--- config.mk ---
export PLATFORM = sky130hd
export DESIGN_NAME = fetch_unit
export DESIGN_NICKNAME = d
export VERILOG_FILES = /design/src/rtl/fetch_unit.sv
export SDC_FILE = /design/constraint.sdc
export NUM_CORES = 1
export LEC_CHECK = 0
export CAP_MARGIN = 40
export CELL_PAD_IN_SITES_DETAIL_PLACEMENT = 0
export CELL_PAD_IN_SITES_GLOBAL_PLACEMENT = 1
export CORE_MARGIN = 2
export CORE_UTILIZATION = 42
export CTS_BUF_LIST = sky130_fd_sc_hd__clkbuf_4
export DETAILED_ROUTE_END_ITERATION = 8
export GPL_ROUTABILITY_DRIVEN = 0
export PLACE_DENSITY = 0.94
export SKIP_LAST_GASP = 1
export SYNTH_ARGS = -nofsm -noshare
export SYNTH_HDL_FRONTEND = slang
export SYNTH_SLANG_ARGS = --single-unit
--- constraint.sdc ---
create_clock -name CLK -period 13 [get_ports CLK]
set_input_delay 2.6 -clock CLK [delete_from_list [all_inputs] [get_ports CLK]]
set_output_delay 2.6 -clock CLK [all_outputs]
set_load 0.02 [all_outputs]
--- src/rtl/fetch_unit.sv ---
// Instruction fetch stage: owns the PC, drives the icache request and fills the IF/ID register.
// Latency: a hit in the request cycle lands on instr/npc/valid at the next edge; 1 instr/cycle on hits.
// Backpressure: stall holds IF/ID and PC with the request still asserted; a miss inserts bubbles.
module fetch_unit #(
  parameter logic [31:0] PC_INIT = 32'h00000000
) (
  input  logic        CLK,
  input  logic        RST,
  input  logic        ihit,
  input  logic [31:0] imemload,
  output logic        imemREN,
  output logic [31:0] imemaddr,
  input  logic        stall,
  input  logic        redirect,
  input  logic [31:0] redirect_pc,
  input  logic        halt,
  output logic [31:0] instr,
  output logic [31:0] npc,
  output logic        valid,
  output logic        halted
);

  // SQUASH: a redirect arrived mid-miss, so the old request is finished
  // (address held stable) before jumping to the pending target.
  typedef enum logic [1:0] {FETCH, SQUASH, HALTED} state_t;

  state_t      r_state, w_state;
  logic [31:0] r_pc, w_pc;
  logic [31:0] r_pend_pc, w_pend_pc;
  logic [31:0] r_instr, w_instr;
  logic [31:0] r_npc, w_npc;
  logic        r_valid, w_valid;
  logic        r_miss, w_miss;   // previous cycle requested r_pc without a hit
  logic [31:0] w_pc_inc;
  logic [31:0] w_rpc;

  assign w_pc_inc = r_pc + 32'd4;
  // Targets are word aligned; low two bits are dropped.
  assign w_rpc    = redirect_pc & ~32'h3;

  assign imemREN  = (r_state != HALTED) && !RST;
  assign imemaddr = r_pc;
  assign instr    = r_instr;
  assign npc      = r_npc;
  assign valid    = r_valid;
  assign halted   = (r_state == HALTED);

  // Next-state and next IF/ID contents, priority ordered per state.
  always_comb begin
    w_state   = r_state;
    w_pc      = r_pc;
    w_pend_pc = r_pend_pc;
    w_instr   = r_instr;
    w_npc     = r_npc;
    w_valid   = r_valid;
    w_miss    = r_miss;
    case (r_state)
      FETCH: begin
        if (halt) begin
          w_state = HALTED;
          w_valid = 1'b0;
          w_instr = 32'd0;
          w_miss  = 1'b0;
        end else if (redirect && (ihit || !r_miss)) begin
          w_pc    = w_rpc;
          w_valid = 1'b0;
          w_instr = 32'd0;
          w_miss  = 1'b0;
        end else if (redirect) begin
          w_pend_pc = w_rpc;
          w_state   = SQUASH;
          w_valid   = 1'b0;
          w_instr   = 32'd0;
          w_miss    = 1'b0;
        end else if (stall) begin
          // Request stays up at the same address; track whether it is still missing.
          w_miss = !ihit;
        end else if (ihit) begin
          w_instr = imemload;
          w_npc   = w_pc_inc;
          w_valid = 1'b1;
          w_pc    = w_pc_inc;
          w_miss  = 1'b0;
        end else begin
          w_valid = 1'b0;
          w_instr = 32'd0;
          w_miss  = 1'b1;
        end
      end
      SQUASH: begin
        w_valid = 1'b0;
        if (halt) begin
          w_state = HALTED;
        end else if (ihit) begin
          // A redirect on the very cycle the stale word returns is the newest target.
          w_pc    = redirect ? w_rpc : r_pend_pc;
          w_state = FETCH;
        end else if (redirect) begin
          w_pend_pc = w_rpc;
        end
      end
      HALTED: begin
        w_valid = 1'b0;
      end
      default: begin
        w_state = FETCH;
      end
    endcase
  end

  // State and IF/ID registers; reset abandons any outstanding request.
  always_ff @(posedge CLK or posedge RST) begin
    if (RST) begin
      r_state   <= FETCH;
      r_pc      <= PC_INIT;
      r_pend_pc <= 32'd0;
      r_instr   <= 32'd0;
      r_npc     <= 32'd0;
      r_valid   <= 1'b0;
      r_miss    <= 1'b0;
    end else begin
      r_state   <= w_state;
      r_pc      <= w_pc;
      r_pend_pc <= w_pend_pc;
      r_instr   <= w_instr;
      r_npc     <= w_npc;
      r_valid   <= w_valid;
      r_miss    <= w_miss;
    end
  end

endmodule

Yosys cells after proc, flatten, opt, wreduce, memory -nomap -nowiden
Cells that the tools add are included.

Input port bits: 70. Output and inout port bits: 99. Register bits: 132. Word-level logic and storage cells: 81.

Multiplexer cells: 36. Bitwise operators: 5. Eq/ne operators: 16. $add $sub $neg: 1. Reductions and logical operators: 16.

Operators with widths (number): 32-bit two-way mux (17); 32-bit one-hot mux with 2 select lines (2); 32-bit by 3-bit adder with 32-bit output, second input constant (1); 3-bit inequality test, second input constant (6); 2-bit inequality test, second input constant (6); 1-bit two-way mux (10); 2-bit two-way mux (5); 7-bit AND reduction (1); 2-bit one-hot mux with 3 select lines (1); 6-bit AND reduction (1); 5-bit inequality test, second input constant (1); 1-bit NOT (5); 5-bit AND reduction (1); 4-bit by 1-bit inequality test with 1-bit output, second input constant (1); 2-bit AND reduction (2); 4-bit AND reduction (1); 2-bit nonzero test (2); 1-bit logical NOT (3); 2-bit by 1-bit == test with 1-bit output, second input constant (1); 2-bit == test, second input constant (1); 1-bit logical AND (2); 2-bit logical NOT (1); 1-bit one-hot mux with 2 select lines (1); 2-bit OR reduction (1); 1-bit logical OR (1).

Logic depth before layout (Yosys ltp)
Gate-level depths: netlist of the first run.

Depth after elaboration: 7. Depth in mapped cells: 10.

Worst setup path before layout of the first run
Ideal clock, no wire load.

Path kind: input-to-output. Start point: in RST. End point: out imemREN. Slack: 7520 ps. Required time: 10400 ps. Path buffers: 0. Arrival: 2880 ps. Stages on the path: 1. Cell sequence: nor2_1.

Longest elaborated chain between the ends: 2.

RTL lines: start: declaration (line 8) `input logic RST,`; 1-bit logical NOT (no source line); 1-bit logical AND (line 41) `assign imemREN = (r_state != HALTED) && !RST;`; end: declaration (line 11) `output logic imemREN,`.

No other way between the ends.

Worst setup path after layout of the first run
Ends and elaborated chain as after synthesis.

==> results of run 1 <==
Yosys cell counts (all sizes together), types with 2 or more instances:
| master | instances | area (sq um) |
|---|---|---|
| and2 | 2 | 15.0 |
| nand2b | 2 | 12.5 |
| a211oi | 4 | 30.0 |
| o21ai | 32 | 168 |
| a31oi | 10 | 62.6 |
| a2bb2oi | 5 | 43.8 |
| a221o | 4 | 40.0 |
| o41ai | 3 | 26.3 |
| dfrtp | 132 | 3300 |
| nor2 | 64 | 240 |
| xor2 | 15 | 131 |
| mux2i | 29 | 290 |
| a31o | 3 | 26.3 |
| nor3 | 8 | 45.0 |
| ha | 4 | 50.1 |
| o22ai | 2 | 12.5 |
| nand3 | 18 | 103 |
| xnor2 | 13 | 114 |
| a21oi | 53 | 265 |
| o22a | 6 | 52.6 |
| nor2b | 4 | 25.0 |
| nand2 | 41 | 156 |
| o31ai | 4 | 30.0 |
| and3 | 10 | 67.6 |
| a22oi | 6 | 45.0 |
| a22o | 35 | 307 |
| mux2 | 37 | 417 |
| nor4 | 3 | 46.3 |
| nand4 | 8 | 62.6 |
| o21a | 3 | 22.5 |
| a32o | 5 | 50.1 |
| buf | 35 | 189 |
| and4 | 4 | 35.0 |
| inv | 7 | 26.3 |
| clkbuf | 14 | 52.6 |
layout make-up:
class | instances | area [sq um] | share of cell area (%)
inverter | 8 | 35.0 | 0.396
antenna | 1 | 2.50 | 0.0283
clock inverter | 13 | 188 | 2.12
timing repair buffer | 177 | 1780 | 20.1
clock buffer | 19 | 143 | 1.61
sequential | 132 | 3300 | 37.4
tap | 216 | 270 | 3.06
multi-input combinational | 449 | 3120 | 35.3
logic make-up after synthesis:
| kind of cell | share of synthesized area (%) |
|---|---|
| DFF | 49.5 |
| buffers and inverters | 4.07 |
| xor gates and xnor gates | 3.68 |
| adders and majority gates | 0.750 |
| muxes | 10.6 |
| AOI/OAI and AO/OA | 18.9 |
| and+or+nand+nor | 12.5 |
worst reg2reg max path: cells and delay by family (launching register included):
family | cells | cell delay (ns)
DFF | 1 | 0.40
AOI/OAI and AO/OA | 4 | 1.15
adders and majority gates | 1 | 0.15
buffers and inverters | 3 | 1.21
path summary, 6_finish.rpt:
path,from,to
setup / recovery,RST,imemREN
hold / removal,instr[24],instr[24]
setup reg to reg,r_state[1],imemaddr[25]
hold reg to reg,instr[24],instr[24]
max in group asynchronous,RST,r_pend_pc[19]
min in group asynchronous,RST,instr[24]
state kept, by name, indices dropped and copies added, names as in the netlist:
| register | count |
|---|---|
| imemaddr | 32 |
| instr | 32 |
| npc | 32 |
| r_pend_pc | 32 |
| r_state | 2 |
| r_miss | 1 |
| valid | 1 |
metrics by stage:
stage | cell area [sq um] | worst slack [ns] | hold WS, ns | utilization (%)
finish | 8840 | 6.58 | 0.512 | 56.3
global route | 8840 | 6.52 | 0.530 | 56.2
CTS | 8840 | 6.57 | 0.515 | 56.2
detailed placement | 8510 | 6.59 | 0.481 | 54.1
global placement | 8440 | 6.58 | 0.483 | 53.7
floorplan | 6670 | 6.87 | 0.464 | -
power by group through the flow:
stage	sequential [mW]	clock, mW	combinational (mW)
after global routing	0.731	0.346	0.892
after CTS	0.707	0.329	0.830
after global placement	0.705	0	0.782
after detailed placement	0.716	0	0.825
after floorplan	0.803	0	0.368
final	0.710	0.323	0.828
metal layers:
| layer | GRT usage (%) | vias to the layer above | share of wire (%) |
|---|---|---|---|
| met5 | 0 | - | 0.058 |
| met4 | 7.59 | 2 | 1.9 |
| met3 | 5.41 | 35 | 5.6 |
| met2 | 37.5 | 203 | 49 |
| met1 | 30.4 | 2913 | 43 |
| li1 | - | 2635 | - |
==> results.sh, run 1 <==
export IMPL_outcome="finished, final reports clean"
export IMPL_synthCells=638
export IMPL_drc=0
export IMPL_mostFrequentLayoutCells="clkdlybuf4s50_1, dfrtp_1, nor2_1"
export IMPL_syn_area_sq_um=6670
export IMPL_final_layout_size_suffix_gt1_share_pct=12.4
export IMPL_synth_edf_count=0
export IMPL_worst_r2r_path_depth=8
export IMPL_wl_um=19100
export IMPL_row_count=46
export IMPL_drt_first_iter_violations=564
export IMPL_h_tree_depth=4
export IMPL_ys_types=62
export IMPL_ys_seq_area_share_pct=49.5
export IMPL_whs_path_depth=1
export IMPL_antenna_found_initial=1
export IMPL_power_mw=1.86
export IMPL_power_clock_fraction_pct=17.4
export IMPL_areaGrowthSynthToFinish_pct=32.5
export IMPL_crit_type="in2out"
export IMPL_critical_path_max_fanout=2
export IMPL_period_minus_slack_ns=6.42
export IMPL_final_common_cell="clkdlybuf4s50_1"
export IMPL_power_frac_comb_pct=44.5
export IMPL_finalSetupTns_ns=0
export IMPL_critPathRequiredTime_ns=10.40
export IMPL_worst_pin_slew_ns=0.913
export IMPL_dp_cells=982
export IMPL_cts_sinks=132
export IMPL_cts_resized=0
export IMPL_vias=5788
export IMPL_fmax_ghz=0.156
export IMPL_grt_max_degree=83
export IMPL_sw_frac_of_total_pct=39.3
export IMPL_cp_end_kind="output port"
export IMPL_routed_via_density=5.70
export IMPL_rsz0062_at_grt="no"
export IMPL_clock_latency_ns=0.56
export IMPL_yosysWarnings=0
export IMPL_ctsHoldBuffers=0
export IMPL_finClkSkew_ns=0.0164
export IMPL_start_util_pct=42.5
export IMPL_post_cts_buffers=0
export IMPL_final_nets=859
export IMPL_crit_buf_inv=2
export IMPL_port_buffers=166
export IMPL_grt_pass1_wl_um=30200
export IMPL_async_flop_share_pct=100
export IMPL_startpoint_type="input pin"
export IMPL_die_h_um=130
export IMPL_ant_nets=0
export IMPL_die_width_um=130
export IMPL_design_die_area_sq_um=16900
export IMPL_first_pass_iters=5
export IMPL_power_density_nw_per_um2=211
export IMPL_hold_path_class="reg2reg"
export IMPL_synth_seq_cells=132
export IMPL_crit_top_cell="clkdlybuf4s50_1"
export IMPL_dp_hpwl_um=13200
export IMPL_clk_pin_slew_ns=0.11
export IMPL_stdcell_count=1015
export IMPL_cp_depth=3
export IMPL_ys_flop_type="dfrtp_1"
export IMPL_crit_arrival_ns=3.82
export IMPL_maxSlewHeadroom_pct=39.1
export IMPL_ff2ff_setup_slack_ns=9.99
export IMPL_drv_cap=0
export IMPL_avgRoutedWirePerCell_um=18.8
export IMPL_setup_viol=0
export IMPL_cpPeakStageDelay_ns=0.61
export IMPL_syn_avg_cell_area_sq_um=10.5
export IMPL_numCtsBuffers=17
export IMPL_ir_worst_vdd_mv=0.0917
export IMPL_num_fill_cells=1360
export IMPL_cts_root_buf="clkbuf_4"
export IMPL_cts_tree="yes"
export IMPL_p_leak_nw=3.68
export IMPL_syn_nets=712
export IMPL_crit_family="buffers and inverters"
export IMPL_drv_slew=0
export IMPL_grt_ovfl_total=0
export IMPL_ios=169
export IMPL_gr_usage_all_layers_pct=23.0
export IMPL_worstPathCellList="clkdlybuf4s50_1 -> nor2_1 -> clkdlybuf4s50_1"
export IMPL_hold_violations=0
export IMPL_pwr_share_seq_pct=38.1
export IMPL_cts_path_max_buffers=2
export IMPL_core_area_sq_um=15700
export IMPL_power_switching_mw=0.731
export IMPL_grt_pass1_vias=5794
export IMPL_timing_final_crit_share_pct=49.3
export IMPL_p_int_mw=1.13
export IMPL_worst_path_max_delay_cell="clkdlybuf4s50_1"
Note: power is estimated with default switching activity, not from simulation.
==> inputs of run 2 (changes only) <==
--- a/config.mk
+++ b/config.mk
@@ -9,11 +9,11 @@
 export CELL_PAD_IN_SITES_DETAIL_PLACEMENT = 0
 export CELL_PAD_IN_SITES_GLOBAL_PLACEMENT = 1
 export CORE_MARGIN = 2
-export CORE_UTILIZATION = 42
+export CORE_UTILIZATION = 39
 export CTS_BUF_LIST = sky130_fd_sc_hd__clkbuf_4
 export DETAILED_ROUTE_END_ITERATION = 8
 export GPL_ROUTABILITY_DRIVEN = 0
-export PLACE_DENSITY = 0.94
+export PLACE_DENSITY = 0.88
 export SKIP_LAST_GASP = 1
 export SYNTH_ARGS = -nofsm -noshare
 export SYNTH_HDL_FRONTEND = slang
==> constraint.sdc (replaced) <==
create_clock -name CLK -period 6 [get_ports CLK]
set_input_delay 1.2 -clock CLK [delete_from_list [all_inputs] [get_ports CLK]]
set_output_delay 1.2 -clock CLK [all_outputs]
set_load 0.02 [all_outputs]
==> run 2 against run 1 <==
Clock skew decreased by 0.0028 ns. Critical endpoint unchanged. Clock power rose by 110%. Largest power group unchanged. Die area increased by 7.4%. Critical path type unchanged. Sequential cell count did not move. Critical path depth is the same. Non-clock buffer count up 4.
==> results.sh, run 2 (synthesized netlist as in run 1, its figures left out) <==
export IMPL_final_nets=863
export IMPL_ir_worst_vdd_mv=0.179
export IMPL_drc=0
export IMPL_period_minus_slack_ns=3.57
export IMPL_final_common_cell="clkdlybuf4s50_1"
export IMPL_dp_hpwl_um=13600
export IMPL_cts_resized=0
export IMPL_power_frac_comb_pct=44.7
export IMPL_numCtsBuffers=17
export IMPL_worst_path_max_delay_cell="clkdlybuf4s50_1"
export IMPL_finClkSkew_ns=0.0137
export IMPL_finalSetupTns_ns=0
export IMPL_fmax_ghz=0.280
export IMPL_timing_final_crit_share_pct=59.5
export IMPL_ant_nets=0
export IMPL_rsz0062_at_grt="no"
export IMPL_power_mw=3.99
export IMPL_die_h_um=135
export IMPL_num_fill_cells=1470
export IMPL_cts_sinks=132
export IMPL_crit_type="in2out"
export IMPL_hold_path_class="reg2reg"
export IMPL_p_int_mw=2.41
export IMPL_gr_usage_all_layers_pct=21.6
export IMPL_port_buffers=166
export IMPL_clk_pin_slew_ns=0.11
export IMPL_critical_path_max_fanout=2
export IMPL_wl_um=19200
export IMPL_clock_latency_ns=0.55
export IMPL_power_switching_mw=1.58
export IMPL_post_cts_buffers=0
export IMPL_power_clock_fraction_pct=16.6
export IMPL_cp_end_kind="output port"
export IMPL_ctsHoldBuffers=0
export IMPL_power_density_nw_per_um2=450
export IMPL_ff_latch_area_sq_um=3300
export IMPL_setup_viol=0
export IMPL_vias=5703
export IMPL_multi_input_area_sq_um=3120
export IMPL_grt_ovfl_total=0
export IMPL_worstPathCellList="clkdlybuf4s50_1 -> nor2_1 -> clkdlybuf4s50_1"
export IMPL_outcome="finished, final reports clean"
export IMPL_pwr_share_seq_pct=38.7
export IMPL_core_area_sq_um=16600
export IMPL_p_leak_nw=3.69
export IMPL_first_pass_iters=5
export IMPL_sw_frac_of_total_pct=39.7
export IMPL_design_die_area_sq_um=18200
export IMPL_cts_tree="yes"
export IMPL_avgRoutedWirePerCell_um=18.7
export IMPL_die_width_um=135
export IMPL_routed_via_density=5.57
export IMPL_startpoint_type="input pin"
export IMPL_cts_path_max_buffers=2
export IMPL_drv_cap=0
export IMPL_ios=169
export IMPL_mostFrequentLayoutCells="clkdlybuf4s50_1, dfrtp_1, nor2_1"
export IMPL_grt_pass1_vias=5813
export IMPL_drt_first_iter_violations=513
export IMPL_cts_root_buf="clkbuf_4"
export IMPL_grt_pass1_wl_um=30800
export IMPL_maxSlewHeadroom_pct=39.1
export IMPL_cpPeakStageDelay_ns=0.60
export IMPL_critPathRequiredTime_ns=4.80
export IMPL_hold_violations=0
export IMPL_crit_arrival_ns=2.37
export IMPL_antenna_found_initial=2
export IMPL_h_tree_depth=4
export IMPL_start_util_pct=40.1
export IMPL_crit_top_cell="clkdlybuf4s50_1"
export IMPL_grt_max_degree=50
export IMPL_row_count=47
export IMPL_worst_pin_slew_ns=0.913
export IMPL_final_layout_size_suffix_gt1_share_pct=13.0
export IMPL_drv_slew=0
export IMPL_areaGrowthSynthToFinish_pct=33.0
run 2: worst max-delay path, delay by kind of cell:
family	cells	cell delay, ns
simple gates	1	0.11
buf+inv	2	1.06
run 2: final timing paths:
check / start / endpoint / slack [ns] / cells after the start
setup / recovery: RST / imemREN / 2.43 / 3
hold / removal: instr[3] / instr[3] / 0.51 / 1
setup reg to reg: r_state[1] / imemaddr[25] / 2.95 / 8
hold reg to reg: instr[3] / instr[3] / 0.51 / 1
max in group asynchronous: RST / npc[25] / 3.84 / 3
min in group asynchronous: RST / r_state[1] / 1.08 / 2
run 2: layout make-up:
type / count / share of cell area [%]
inverters: 8 / 0.367
flip-flops and latches: 132 / 37.2
diodes: 1 / 0.0282
clock buffers: 17 / 1.44
repair buffers: 181 / 20.6
clock inverters: 15 / 2.13
multi-input cells: 449 / 35.2
well taps: 220 / 3.10
run 2: power groups by stage:
stage / Clock [mW] / Sequential, mW / Combinational (mW)
after floorplan: 0 / 1.74 / 0.797
after global placement: 0 / 1.53 / 1.70
after detailed placement: 0 / 1.56 / 1.78
after CTS: 0.677 / 1.54 / 1.79
after global routing: 0.717 / 1.59 / 1.93
final: 0.663 / 1.54 / 1.78
run 2: through the flow:
stage / instance area [sq um] / utilization (%) / worst slack (ns) / std cells / hold slack [ns]
2_1_floorplan: 6670 / - / 1.27 / 638 / 0.464
3_3_place_gp: 8460 / 50.8 / 2.17 / 984 / 0.484
3_5_place_dp: 8560 / 51.4 / 2.40 / 990 / 0.485
4_1_cts: 8870 / 53.3 / 2.42 / 1022 / 0.516
5_1_grt: 8870 / 53.3 / 2.37 / 1023 / 0.530
6_report: 8870 / 53.3 / 2.43 / 1023 / 0.509
run 2: routing by layer:
layer | track usage [%] | vias to the layer above | routed length (um)
met5 | 0 | - | 0
met4 | 8.60 | 0 | 442
met3 | 4.54 | 45 | 979
met2 | 36.4 | 181 | 9520
met1 | 27.2 | 2836 | 8210
li1 | - | 2641 | -
==> inputs of run 3 (changes only) <==
--- a/config.mk
+++ b/config.mk
@@ -9,11 +9,11 @@
 export CELL_PAD_IN_SITES_DETAIL_PLACEMENT = 0
 export CELL_PAD_IN_SITES_GLOBAL_PLACEMENT = 1
 export CORE_MARGIN = 2
-export CORE_UTILIZATION = 39
+export CORE_UTILIZATION = 35
 export CTS_BUF_LIST = sky130_fd_sc_hd__clkbuf_4
 export DETAILED_ROUTE_END_ITERATION = 8
 export GPL_ROUTABILITY_DRIVEN = 0
-export PLACE_DENSITY = 0.88
+export PLACE_DENSITY = 0.84
 export SKIP_LAST_GASP = 1
 export SYNTH_ARGS = -nofsm -noshare
 export SYNTH_HDL_FRONTEND = slang
==> constraint.sdc (replaced) <==
create_clock -name CLK -period 3.1 [get_ports CLK]
set_input_delay 0.62 -clock CLK [delete_from_list [all_inputs] [get_ports CLK]]
set_output_delay 0.62 -clock CLK [all_outputs]
set_load 0.02 [all_outputs]
==> run 3 against run 2 <==
Power up 90%. Sequential share of layout area about the same. Die area rose by 11%.
==> results.sh, run 3 (synthesized netlist as in run 1, its figures left out) <==
export IMPL_outcome="finished, final reports clean"
export IMPL_crit_buf_inv=2
export IMPL_fmax_ghz=0.384
export IMPL_antenna_found_initial=2
export IMPL_clock_latency_ns=0.54
export IMPL_start_util_pct=35.7
export IMPL_hold_path_end="imemaddr[1]"
export IMPL_critical_path_max_fanout=4
export IMPL_placed_area_sq_um=8600
export IMPL_ir_worst_vdd_mv=0.282
export IMPL_final_layout_size_suffix_gt1_share_pct=13.2
export IMPL_whs_path_depth=4
export IMPL_grt_ovfl_total=0
export IMPL_core_area_sq_um=18700
export IMPL_vias=5567
export IMPL_avgRoutedWirePerCell_um=18.1
export IMPL_power_clock_fraction_pct=15.5
export IMPL_first_pass_iters=4
export IMPL_rsz0062_at_grt="no"
export IMPL_row_count=50
export IMPL_post_cts_buffers=0
export IMPL_final_common_cell="clkdlybuf4s50_1"
export IMPL_pwr_share_seq_pct=39.2
export IMPL_cpPeakStageDelay_ns=0.61
export IMPL_period_minus_slack_ns=2.60
export IMPL_gr_usage_met1_pct=25.4
export IMPL_gr_usage_met2_pct=31.0
export IMPL_cts_root_buf="clkbuf_4"
export IMPL_design_die_area_sq_um=20200
export IMPL_hp_start="redirect"
export IMPL_drt_first_iter_violations=390
export IMPL_final_nets=869
export IMPL_drc=0
export IMPL_maxSlewHeadroom_pct=43.7
export IMPL_worstPathCellList="inv_1 -> ha_1 -> nor2_1 -> clkdlybuf4s50_1"
export IMPL_dp_hpwl_um=13100
export IMPL_gr_usage_all_layers_pct=19.2
export IMPL_clk_pin_slew_ns=0.11
export IMPL_drv_slew=0
export IMPL_finClkSkew_ns=0.0106
export IMPL_areaGrowthSynthToFinish_pct=33.1
export IMPL_worst_pin_slew_ns=0.844
export IMPL_cts_tree="yes"
export IMPL_worst_r2r_path_depth=8
export IMPL_startpoint_type="flop"
export IMPL_mostFrequentLayoutCells="clkdlybuf4s50_1, dfrtp_1, nor2_1"
export IMPL_drv_cap=0
export IMPL_reg2reg_from="r_state[1]"
export IMPL_num_fill_cells=1734
export IMPL_power_frac_comb_pct=45.4
export IMPL_ff2ff_setup_slack_ns=0.55
export IMPL_sw_frac_of_total_pct=39.6
export IMPL_port_buffers=166
export IMPL_cts_path_max_buffers=2
export IMPL_ctsHoldBuffers=0
export IMPL_p_leak_nw=3.69
export IMPL_power_density_nw_per_um2=853
export IMPL_crit_type="reg2out"
export IMPL_fin_area_sq_um=8880
export IMPL_cts_resized=0
export IMPL_cts_sinks=132
export IMPL_top_usage_layer="met2"
export IMPL_hold_path_class="in2reg"
export IMPL_grtUsageMet3_pct=4.91
export IMPL_hold_violations=0
export IMPL_crit_arrival_ns=1.98
export IMPL_grt_pass1_vias=5531
export IMPL_p_int_mw=4.58
export IMPL_grt_max_degree=133
export IMPL_worst_path_max_delay_cell="clkdlybuf4s50_1"
export IMPL_critPathRequiredTime_ns=2.48
export IMPL_ff_latch_area_sq_um=3300
export IMPL_finalSetupTns_ns=0
export IMPL_cp_end_kind="output port"
export IMPL_die_width_um=142
export IMPL_wl_um=18900
export IMPL_crit_family="buffers and inverters"
export IMPL_timing_final_crit_share_pct=83.9
export IMPL_grt_pass1_wl_um=30200
export IMPL_routed_via_density=5.34
export IMPL_cp_startpoint="r_state[0]"
export IMPL_r2r_end="imemaddr[14]"
export IMPL_h_tree_depth=4
export IMPL_ios=169
export IMPL_numCtsBuffers=17
export IMPL_power_switching_mw=3.00
export IMPL_multi_input_area_sq_um=3120
export IMPL_setup_viol=0
export IMPL_ant_nets=0
export IMPL_die_h_um=142
==> run 3: area by class of cell <==
class                           count  share of cell area [%]
Clock inverter                     14                    1.61
Tap cell                          234                    3.30
Multi-Input combinational cell    449                    35.1
Sequential cell                   132                    37.2
Inverter                            8                   0.380
Antenna cell                        1                  0.0282
Timing Repair Buffer              187                    20.8
Clock buffer                       18                    1.52
==> run 3: worst min-delay path: cells and delay by family <==
kind                   cells  cell delay (ns)
buffers and inverters      2             0.19
and+or+nand+nor            2             0.15
==> run 3: routing by layer <==
metal  share of wire (%)  routed length, um  up-vias
met3                 5.4               1020       25
met2                  48               9120      143
met1                  45               8410     2754
met5               0.069                 13        -
li1                    -                  -     2643
met4                 1.7                315        2
==> run 3: worst max path at each step <==
stage          slack, ns  cells past startpoint           end
5_1_grt             0.33                      4       imemREN
2_1_floorplan       0.84                      1   imemaddr[0]
3_5_place_dp        0.20                      8  imemaddr[17]
4_1_cts             0.44                      4       imemREN
3_3_place_gp        0.24                      8  imemaddr[23]
6_report            0.50                      4       imemREN
==> run 3: metrics by stage <==
stage          power (mW)  hold slack, ns  cells  utilization, %  setup slack [ns]
2_1_floorplan        4.91           0.464    638               -             0.843
3_3_place_gp         6.37           0.483   1010            46.0             0.239
3_5_place_dp         6.45           0.480   1010            46.0             0.199
4_1_cts              7.64           0.420   1042            47.5             0.439
5_1_grt              8.09           0.420   1043            47.5             0.329
6_report             7.58           0.454   1043            47.5             0.499
==> run 3: power by group through the flow <==
| stage | combinational, mW | clock, mW | sequential, mW |
|---|---|---|---|
| floorplan | 1.54 | 0 | 3.37 |
| global placement | 3.40 | 0 | 2.98 |
| detailed placement | 3.45 | 0 | 3.00 |
| CTS | 3.46 | 1.21 | 2.96 |
| global route | 3.73 | 1.30 | 3.07 |
| finish | 3.44 | 1.17 | 2.97 |
